--- config.mk ---
export PLATFORM = sky130hd
export DESIGN_NAME = clk_div_ctrl
export DESIGN_NICKNAME = d
export VERILOG_FILES = /design/src/rtl/clk_div_ctrl.sv
export SDC_FILE = /design/constraint.sdc
export NUM_CORES = 1
export LEC_CHECK = 0
export ABC_AREA = 1
export CAP_MARGIN = 20
export CORE_ASPECT_RATIO = 1.25
export CORE_MARGIN = 2
export CORE_UTILIZATION = 55
export DETAILED_ROUTE_END_ITERATION = 10
export PLACE_DENSITY = 0.74
export SYNTH_ARGS = -nofsm -noshare
export SYNTH_HDL_FRONTEND = slang
export SYNTH_SLANG_ARGS = --single-unit
--- constraint.sdc ---
create_clock -name clock_in -period 5.8 [get_ports clock_in]
set_input_delay 1.45 -clock clock_in [delete_from_list [all_inputs] [get_ports clock_in]]
set_output_delay 1.45 -clock clock_in [all_outputs]
set_load 0.02 [all_outputs]
--- src/rtl/clk_div_ctrl.sv ---
// Runtime-programmable clock divider: ratio loaded over a valid/ready port and applied
// only at period boundaries, so clk_out_o never produces runt pulses.
module clk_div_ctrl #(
    parameter int unsigned WIDTH       = 16,
    parameter int unsigned DEFAULT_DIV = 4
) (
    input  logic             clock_in,
    input  logic             reset,
    input  logic             enable_i,
    input  logic             cfg_valid_i,
    input  logic [WIDTH-1:0] cfg_div_i,
    output logic             cfg_ready_o,
    output logic             cfg_err_o,
    output logic             applied_o,
    output logic             clk_out_o,
    output logic             tick_o,
    output logic             running_o
);

    typedef enum logic [1:0] {StIdle, StRun, StStop} state_e;

    state_e           state_q, state_d;
    logic [WIDTH-1:0] div_act_q, div_act_d;
    logic [WIDTH-1:0] pend_div_q, pend_div_d;
    logic             pend_q, pend_d;
    logic [WIDTH-1:0] cnt_q, cnt_d;
    logic             clk_out_q, clk_out_d;
    logic             tick_q, tick_d;
    logic             applied_q, applied_d;
    logic             cfg_err_q, cfg_err_d;

    logic [WIDTH-1:0] lo_len, hi_len, phase_len;
    logic             phase_last, period_end;
    logic             accept, cfg_bad;

    // Odd ratios give the extra cycle to the high phase; len-1 never overflows.
    assign lo_len     = div_act_q >> 1;
    assign hi_len     = div_act_q - lo_len;
    assign phase_len  = clk_out_q ? hi_len : lo_len;
    assign phase_last = (cnt_q == phase_len - WIDTH'(1));
    assign period_end = !clk_out_q && phase_last;

    assign accept  = cfg_valid_i && !pend_q;
    assign cfg_bad = (cfg_div_i < WIDTH'(2));

    always_ff @(posedge clock_in or posedge reset) begin
        if (reset) begin
            state_q    <= StIdle;
            div_act_q  <= WIDTH'(DEFAULT_DIV);
            pend_div_q <= '0;
            pend_q     <= 1'b0;
            cnt_q      <= '0;
            clk_out_q  <= 1'b0;
            tick_q     <= 1'b0;
            applied_q  <= 1'b0;
            cfg_err_q  <= 1'b0;
        end else begin
            state_q    <= state_d;
            div_act_q  <= div_act_d;
            pend_div_q <= pend_div_d;
            pend_q     <= pend_d;
            cnt_q      <= cnt_d;
            clk_out_q  <= clk_out_d;
            tick_q     <= tick_d;
            applied_q  <= applied_d;
            cfg_err_q  <= cfg_err_d;
        end
    end

    always_comb begin
        state_d = state_q;
        unique case (state_q)
            StIdle: if (enable_i) state_d = StRun;
            StRun:  if (!enable_i) state_d = StStop;
            StStop: begin
                if (enable_i) begin
                    state_d = StRun;
                end else if (period_end) begin
                    state_d = StIdle;
                end
            end
            default: state_d = StIdle;
        endcase
    end

    always_comb begin
        cnt_d      = cnt_q;
        clk_out_d  = clk_out_q;
        tick_d     = 1'b0;
        applied_d  = 1'b0;
        cfg_err_d  = accept && cfg_bad;
        div_act_d  = div_act_q;
        pend_d     = pend_q;
        pend_div_d = pend_div_q;

        if (state_q == StIdle) begin
            cnt_d     = '0;
            clk_out_d = 1'b0;
            if (accept && !cfg_bad) begin
                div_act_d = cfg_div_i;
                applied_d = 1'b1;
            end
            if (enable_i) begin
                clk_out_d = 1'b1;
                tick_d    = 1'b1;
            end
        end else begin
            if (phase_last) begin
                cnt_d     = '0;
                clk_out_d = !clk_out_q;
                tick_d    = !clk_out_q;
            end else begin
                cnt_d = cnt_q + WIDTH'(1);
            end
            if (period_end && pend_q) begin
                div_act_d = pend_div_q;
                pend_d    = 1'b0;
                applied_d = 1'b1;
            end
            if (accept && !cfg_bad) begin
                pend_d     = 1'b1;
                pend_div_d = cfg_div_i;
            end
            // Leaving STOP at the period end holds clk_out low instead of starting a new high.
            if (state_d == StIdle) begin
                cnt_d     = '0;
                clk_out_d = 1'b0;
                tick_d    = 1'b0;
            end
        end
    end

    assign cfg_ready_o = !pend_q;
    assign cfg_err_o   = cfg_err_q;
    assign applied_o   = applied_q;
    assign clk_out_o   = clk_out_q;
    assign tick_o      = tick_q;
    assign running_o   = (state_q != StIdle);

endmodule

==> results of run 1 <==
[cell type report]
class                      instances  area share [%]
clock inverter                     2          0.3352
inverter                         106           8.200
sequential                        55           28.39
multi-input combinational        531           53.35
clock buffer                       6           1.496
tap                               95           2.450
timing repair buffer              29           5.776
[critical path: cells and delay by family, from the launching register on]
family / cells / cell delay, ps
AOI/OAI and AO/OA: 3 / 610
adders and majority gates: 3 / 920
buffers and inverters: 1 / 60
DFF: 1 / 440
and+or+nand+nor: 14 / 1710
[cell families after synthesis]
kind of cell / after synthesis / synth area share (%)
AND/OR/NAND/NOR: 432 / 41.57
buffers and inverters: 121 / 11.26
adder cells (fa/ha/maj): 18 / 5.210
XOR/XNOR: 6 / 1.176
flip-flops: 55 / 30.84
AO/OA/AOI/OAI: 75 / 9.944
[cell usage after synthesis (2+ instances only)]
library cell	count
o21ai_1	5
nor2_2	15
inv_1	105
nand3_1	78
nor2_4	2
nand4_1	6
a21oi_1	15
o21ai_2	13
clkbuf_1	8
ha_1	17
dfrtp_1	54
nor2_1	50
nand3b_1	3
nand2_1	255
buf_2	2
nor4_1	4
buf_6	4
nand2_2	4
xor2_1	5
nor3_1	11
o21ai_0	37
[power by group]
group          internal (mW)  switching (mW)  total, mW
Sequential             0.388         0.00411      0.392
Combinational         0.0563           0.109      0.165
Clock                 0.0872           0.139      0.226
Total                  0.531           0.252      0.783
[metrics by stage]
stage / total power [mW] / worst slack, ps / hold WS (ps) / instances / cell area (µm²)
2_1_floorplan: 0.5225 / 2570 / 453.0 / 707 / 4467
3_3_place_gp: 0.5602 / 2182 / 496.7 / 816 / 4763
3_5_place_dp: 0.5647 / 2001 / 481.7 / 816 / 4763
4_1_cts: 0.7897 / 1974 / 506.2 / 824 / 4852
5_1_grt: 0.8280 / 1537 / 541.8 / 824 / 4852
6_report: 0.7832 / 1975 / 502.6 / 824 / 4852
[sequential cells by signal (all words and copies together) (netlist names)]
name and count:
cnt_q 16, div_act_q 16, pend_div_q 16, state_q 2
applied_o 1, cfg_err_o 1, clk_out_o 1, pend_q 1
tick_o 1
[per-layer routing]
metal | part of all wire, % | global-route usage (%) | vias to the layer above
li1 | - | - | 2269
met1 | 47 | 30.13 | 1957
met2 | 48 | 39.48 | 95
met3 | 3.4 | 3.397 | 24
met4 | 2.3 | 8.844 | 0
met5 | 0 | 0 | -
[worst max path at each step]
stage / from / end / cells past startpoint
after floorplan: div_act_q[1]$_DFFE_PP0P_ / cnt_q[11]$_DFF_PP0_ / 23
after global placement: div_act_q[1]$_DFFE_PP0P_ / div_act_q[0]$_DFFE_PP0P_ / 21
after detailed placement: div_act_q[1]$_DFFE_PP0P_ / div_act_q[1]$_DFFE_PP0P_ / 21
after CTS: div_act_q[1]$_DFFE_PP0P_ / div_act_q[1]$_DFFE_PP0P_ / 21
after global routing: div_act_q[1]$_DFFE_PP0P_ / div_act_q[15]$_DFFE_PP0P_ / 21
final: div_act_q[1]$_DFFE_PP0P_ / div_act_q[0]$_DFFE_PP0P_ / 21
==> results.sh, run 1 <==
export IMPL_slew_viol_final=0
export IMPL_first_global_vias=4145
export IMPL_place_gp_congestion=0.9322
export IMPL_grt_ovfl_total=0
export IMPL_die_h_um=104.8
export IMPL_via_per_inst=5.273
export IMPL_p_per_area_nw_per_um2=161.4
export IMPL_reg2reg_setup_slack_ps=1980
export IMPL_synth_top_cell_area_share_pct=30.25
export IMPL_crit_arrival_ps=4080
export IMPL_worst_slew_pin_slew_ps=901.7
export IMPL_synthFlopType="dfrtp_1"
export IMPL_drc_errors=0
export IMPL_period_minus_slack_ps=3825
export IMPL_syn_to_final_growth_pct=8.627
export IMPL_avgSynthCellArea_um2=6.318
export IMPL_tritoncts="done"
export IMPL_drive_above_1_share_pct=7.270
export IMPL_synth_cell_type_count=35
export IMPL_synth_area_leaders="dfrtp_1 30%, nand2_1 21%, inv_1 8.8%"
export IMPL_core_area_um2=7838
export IMPL_synth_edf_count=0
export IMPL_outcome="complete, no violations"
export IMPL_ant_nets=0
export IMPL_ys_ff_latch=55
export IMPL_hold_depth=2
export IMPL_grt_antenna_before_repair=0
export IMPL_critical_path_cell_chain="ha_1 > fa_1 > nand2_1 > o21ai_1 > ha_1 > inv_1 > nor2_2 > nand3_1 > nor2_1 > nand2_1 > nor2_2 > nand2_1 > nor2_2 > nand2_1 > nand2_1 > nand2_1 > nor2_1 > nand4_2 > o21ai_4 > nand2_1 > o21ai_2"
export IMPL_cts_max_level=2
export IMPL_multi_input_area_um2=2589
export IMPL_hold_buffers=0
export IMPL_numCtsBuffers=5
export IMPL_ys_seq_area_share_pct=30.84
export IMPL_hold_violations=0
export IMPL_routed_wirelength_mm=9.776
export IMPL_min_path_type="reg2reg"
export IMPL_fin_nets=766
export IMPL_synth_async_sr_flop_share_pct=100.0
export IMPL_end_kind="flip-flop"
export IMPL_rsz0062_at_grt="false"
export IMPL_reg2reg_to="div_act_q[0]$_DFFE_PP0P_"
export IMPL_wire_per_inst_um=11.86
export IMPL_drt_iter0_drc=193
export IMPL_period_share_pct=65.94
export IMPL_synth_nets=745
export IMPL_setup_violations=0
export IMPL_grt_max_degree=56
export IMPL_worstPathRequired_ps=6060
export IMPL_leakage_nw=2.513
export IMPL_std_cell_rows=36
export IMPL_ys_warnings_count=0
export IMPL_slowest_stage="fa_1"
export IMPL_final_cell_mix="255 x nand2_1, 104 x inv_1, 78 x nand3_1"
export IMPL_fin_setup_tns_ps=0
export IMPL_critPathKind="reg2reg"
export IMPL_cap_violations=0
export IMPL_r2r_start="div_act_q[1]$_DFFE_PP0P_"
export IMPL_cts_buffer_depth=2
export IMPL_min_from="pend_q$_DFFE_PP0P_"
export IMPL_reg2regPathDepth=21
export IMPL_slowest_delay_ps=480
export IMPL_synthCells=707
export IMPL_die_w_um=84.61
export IMPL_grt_pass1_wl_mm=17.48
export IMPL_clk_latency_ps=320
export IMPL_ir_drop_uv=135.0
export IMPL_crit_path_start_kind="flip-flop"
export IMPL_track_usage_pct=23.40
export IMPL_whs_endpoint="pend_q$_DFFE_PP0P_"
export IMPL_fmax_ghz=0.2615
export IMPL_yosys_area_top_type="dfrtp_1"
export IMPL_drt_first_pass_iters=5
export IMPL_cts_sinks=55
export IMPL_numPortBuffers=25
export IMPL_clk_pin_slew_worst_paths_ps=100
export IMPL_layout_commonest_cell="nand2_1"
export IMPL_cts_resized_gates=0
export IMPL_ios=26
export IMPL_dp_hpwl_mm=7.698
export IMPL_diodes=0
export IMPL_root_buffer="clkbuf_8"
export IMPL_routed_via_count=4345
export IMPL_synth_area_um2=4467
export IMPL_nFillCells=768
export IMPL_register_area_um2=1378
export IMPL_crit_fanout=33
export IMPL_dieArea_um2=8863
export IMPL_start_util_pct=56.99
export IMPL_path_common_cell="nand2_1"
export IMPL_slew_headroom_pct=39.66
export IMPL_skew_ps=3.550
export IMPL_fin_util_pct=61.91
export IMPL_post_cts_buffers=0
(Power assumes the default switching activity.)
==> run 2: changes to the inputs <==
Clock period 5.8 ns to 3.7 ns, I/O delays scaled along.
==> run 2 against run 1 <==
Critical path type unchanged; die area did not move; sequential share of layout area shrank 2.1 points; fmax rose by 7.1%; highest routed layer unchanged.
==> results.sh, run 2 (synthesized netlist as in run 1, its figures left out) <==
export IMPL_outcome="complete, no violations"
export IMPL_critical_path_cell_chain="ha_2 > fa_1 > nand2_1 > o21ai_2 > buf_4 > nand2_4 > nor2_4 > nand3_4 > nor2_4 > nand2_4 > nor2_4 > nand2_1 > nand2_1 > nand3_1 > nor2_1 > nand3_1 > nor2_2 > nand4_4 > o21ai_4 > clkbuf_16 > nand2_1 > o21ai_2"
export IMPL_grt_pass1_wl_mm=17.28
export IMPL_first_global_vias=4007
export IMPL_period_share_pct=96.48
export IMPL_track_usage_pct=23.43
export IMPL_r2r_start="div_act_q[1]$_DFFE_PP0P_"
export IMPL_place_area_um2=4806
export IMPL_dp_hpwl_mm=7.870
export IMPL_start_util_pct=56.99
export IMPL_whs_ps=517.8
export IMPL_tritoncts="done"
export IMPL_reg2reg_setup_slack_ps=130
export IMPL_die_h_um=104.8
export IMPL_std_cell_rows=36
export IMPL_ios=26
export IMPL_leakage_nw=2.650
export IMPL_design_area_um2=5243
export IMPL_syn_to_final_growth_pct=17.37
export IMPL_min_path_type="reg2reg"
export IMPL_drt_iter0_drc=213
export IMPL_root_buffer="clkbuf_8"
export IMPL_numPortBuffers=25
export IMPL_slew_headroom_pct=55.83
export IMPL_end_kind="flip-flop"
export IMPL_dieArea_um2=8863
export IMPL_worstPathRequired_ps=3970
export IMPL_whs_endpoint="pend_q$_DFFE_PP0P_"
export IMPL_hold_buffers=0
export IMPL_drc_errors=0
export IMPL_clk_pin_slew_worst_paths_ps=110
export IMPL_crit_fanout=8
export IMPL_via_per_inst=5.301
export IMPL_grt_max_degree=38
export IMPL_cts_buffer_depth=2
export IMPL_grt_ovfl_total=0
export IMPL_slowest_delay_ps=470
export IMPL_layout_commonest_cell="nand2_1"
export IMPL_reg2reg_to="div_act_q[6]$_DFFE_PP0P_"
export IMPL_numCtsBuffers=5
export IMPL_fmax_ghz=0.2801
export IMPL_fin_nets=782
export IMPL_critPathKind="reg2reg"
export IMPL_cap_violations=0
export IMPL_cts_max_level=2
export IMPL_routed_wirelength_mm=10.59
export IMPL_slew_viol_final=0
export IMPL_hold_violations=0
export IMPL_place_gp_congestion=0.9334
export IMPL_drt_first_pass_iters=5
export IMPL_ir_drop_uv=200.2
export IMPL_setup_violations=0
export IMPL_nFillCells=736
export IMPL_final_cell_mix="245 x nand2_1, 102 x inv_1, 75 x nand3_1"
export IMPL_clk_latency_ps=330
export IMPL_cts_sinks=55
export IMPL_hold_depth=2
export IMPL_fin_setup_tns_ps=0
export IMPL_core_area_um2=7838
export IMPL_reg2regPathDepth=22
export IMPL_grt_antenna_before_repair=0
export IMPL_slowest_stage="fa_1"
export IMPL_rsz0062_at_grt="true"
export IMPL_period_minus_slack_ps=3570
export IMPL_die_w_um=84.61
export IMPL_crit_path_start_kind="flip-flop"
export IMPL_path_common_cell="nand2_1"
export IMPL_routed_via_count=4453
export IMPL_p_per_area_nw_per_um2=247.1
export IMPL_skew_ps=13.08
export IMPL_p_total_mw=1.295
export IMPL_wire_per_inst_um=12.61
export IMPL_ant_nets=0
export IMPL_drive_above_1_share_pct=12.89
export IMPL_crit_arrival_ps=3840
export IMPL_worst_slew_pin_slew_ps=661.5
export IMPL_diodes=0
export IMPL_largest_registers="cnt_q (16), div_act_q (16), pend_div_q (16)"
export IMPL_min_from="pend_q$_DFFE_PP0P_"
run 2: layout make-up:
cell class	count	area (µm²)	area share, %
Inverter	106	404.1	7.709
Multi-Input combinational cell	532	2791	53.25
Clock buffer	5	68.82	1.313
Timing Repair Buffer	44	459.2	8.759
Clock inverter	3	22.52	0.4296
Sequential cell	55	1378	26.28
Tap cell	95	118.9	2.267
run 2: report_power, final:
| group | switching [mW] | internal, mW | total (mW) |
|---|---|---|---|
| registers | 0.0116 | 0.608 | 0.620 |
| logic | 0.203 | 0.106 | 0.309 |
| clock network | 0.229 | 0.138 | 0.367 |
run 2: repair_timing:
item | in CTS | in global routing
cloned | 0 | 4
pin swaps | 0 | 21
resized for setup | 0 | 50
endpoints found under the setup margin | 10 | 36
setup buffers | 3 | 5
run 2: how the worst max path moves through the flow:
stage / startpoint / end / slack (ps) / cells after the start
2_1_floorplan: div_act_q[1]$_DFFE_PP0P_ / cnt_q[11]$_DFF_PP0_ / 470 / 23
3_3_place_gp: div_act_q[1]$_DFFE_PP0P_ / div_act_q[1]$_DFFE_PP0P_ / 110 / 22
3_5_place_dp: div_act_q[1]$_DFFE_PP0P_ / div_act_q[1]$_DFFE_PP0P_ / -40 / 22
4_1_cts: div_act_q[1]$_DFFE_PP0P_ / cnt_q[5]$_DFF_PP0_ / 20 / 22
5_1_grt: div_act_q[1]$_DFFE_PP0P_ / div_act_q[6]$_DFFE_PP0P_ / -150 / 23
6_report: div_act_q[1]$_DFFE_PP0P_ / div_act_q[6]$_DFFE_PP0P_ / 130 / 22
run 2: critical path: cells and delay by family, from the launching register on:
kind	cells	cell delay, ps
adders and majority gates	2	680
AOI/OAI and AO/OA	3	380
DFF	1	430
buffers and inverters	2	410
and+or+nand+nor	15	1590
run 2: metrics by stage:
stage | utilization (%) | cells | setup WS [ps]
after global routing | 66.89 | 840 | -154.0
after detailed placement | 61.32 | 820 | -41.84
after CTS | 62.77 | 831 | 16.66
after global placement | 61.32 | 820 | 114.7
final | 66.89 | 840 | 130.2
after floorplan | - | 707 | 469.7
run 2: metal layers:
layer,vias up,global-route usage (%),part of all wire [%],wire [µm]
met5,-,0,0,0
met3,22,3.160,3.5,374
li1,2306,-,-,-
met4,0,7.823,3.0,317
met2,92,39.71,49,5217
met1,2033,30.64,44,4679
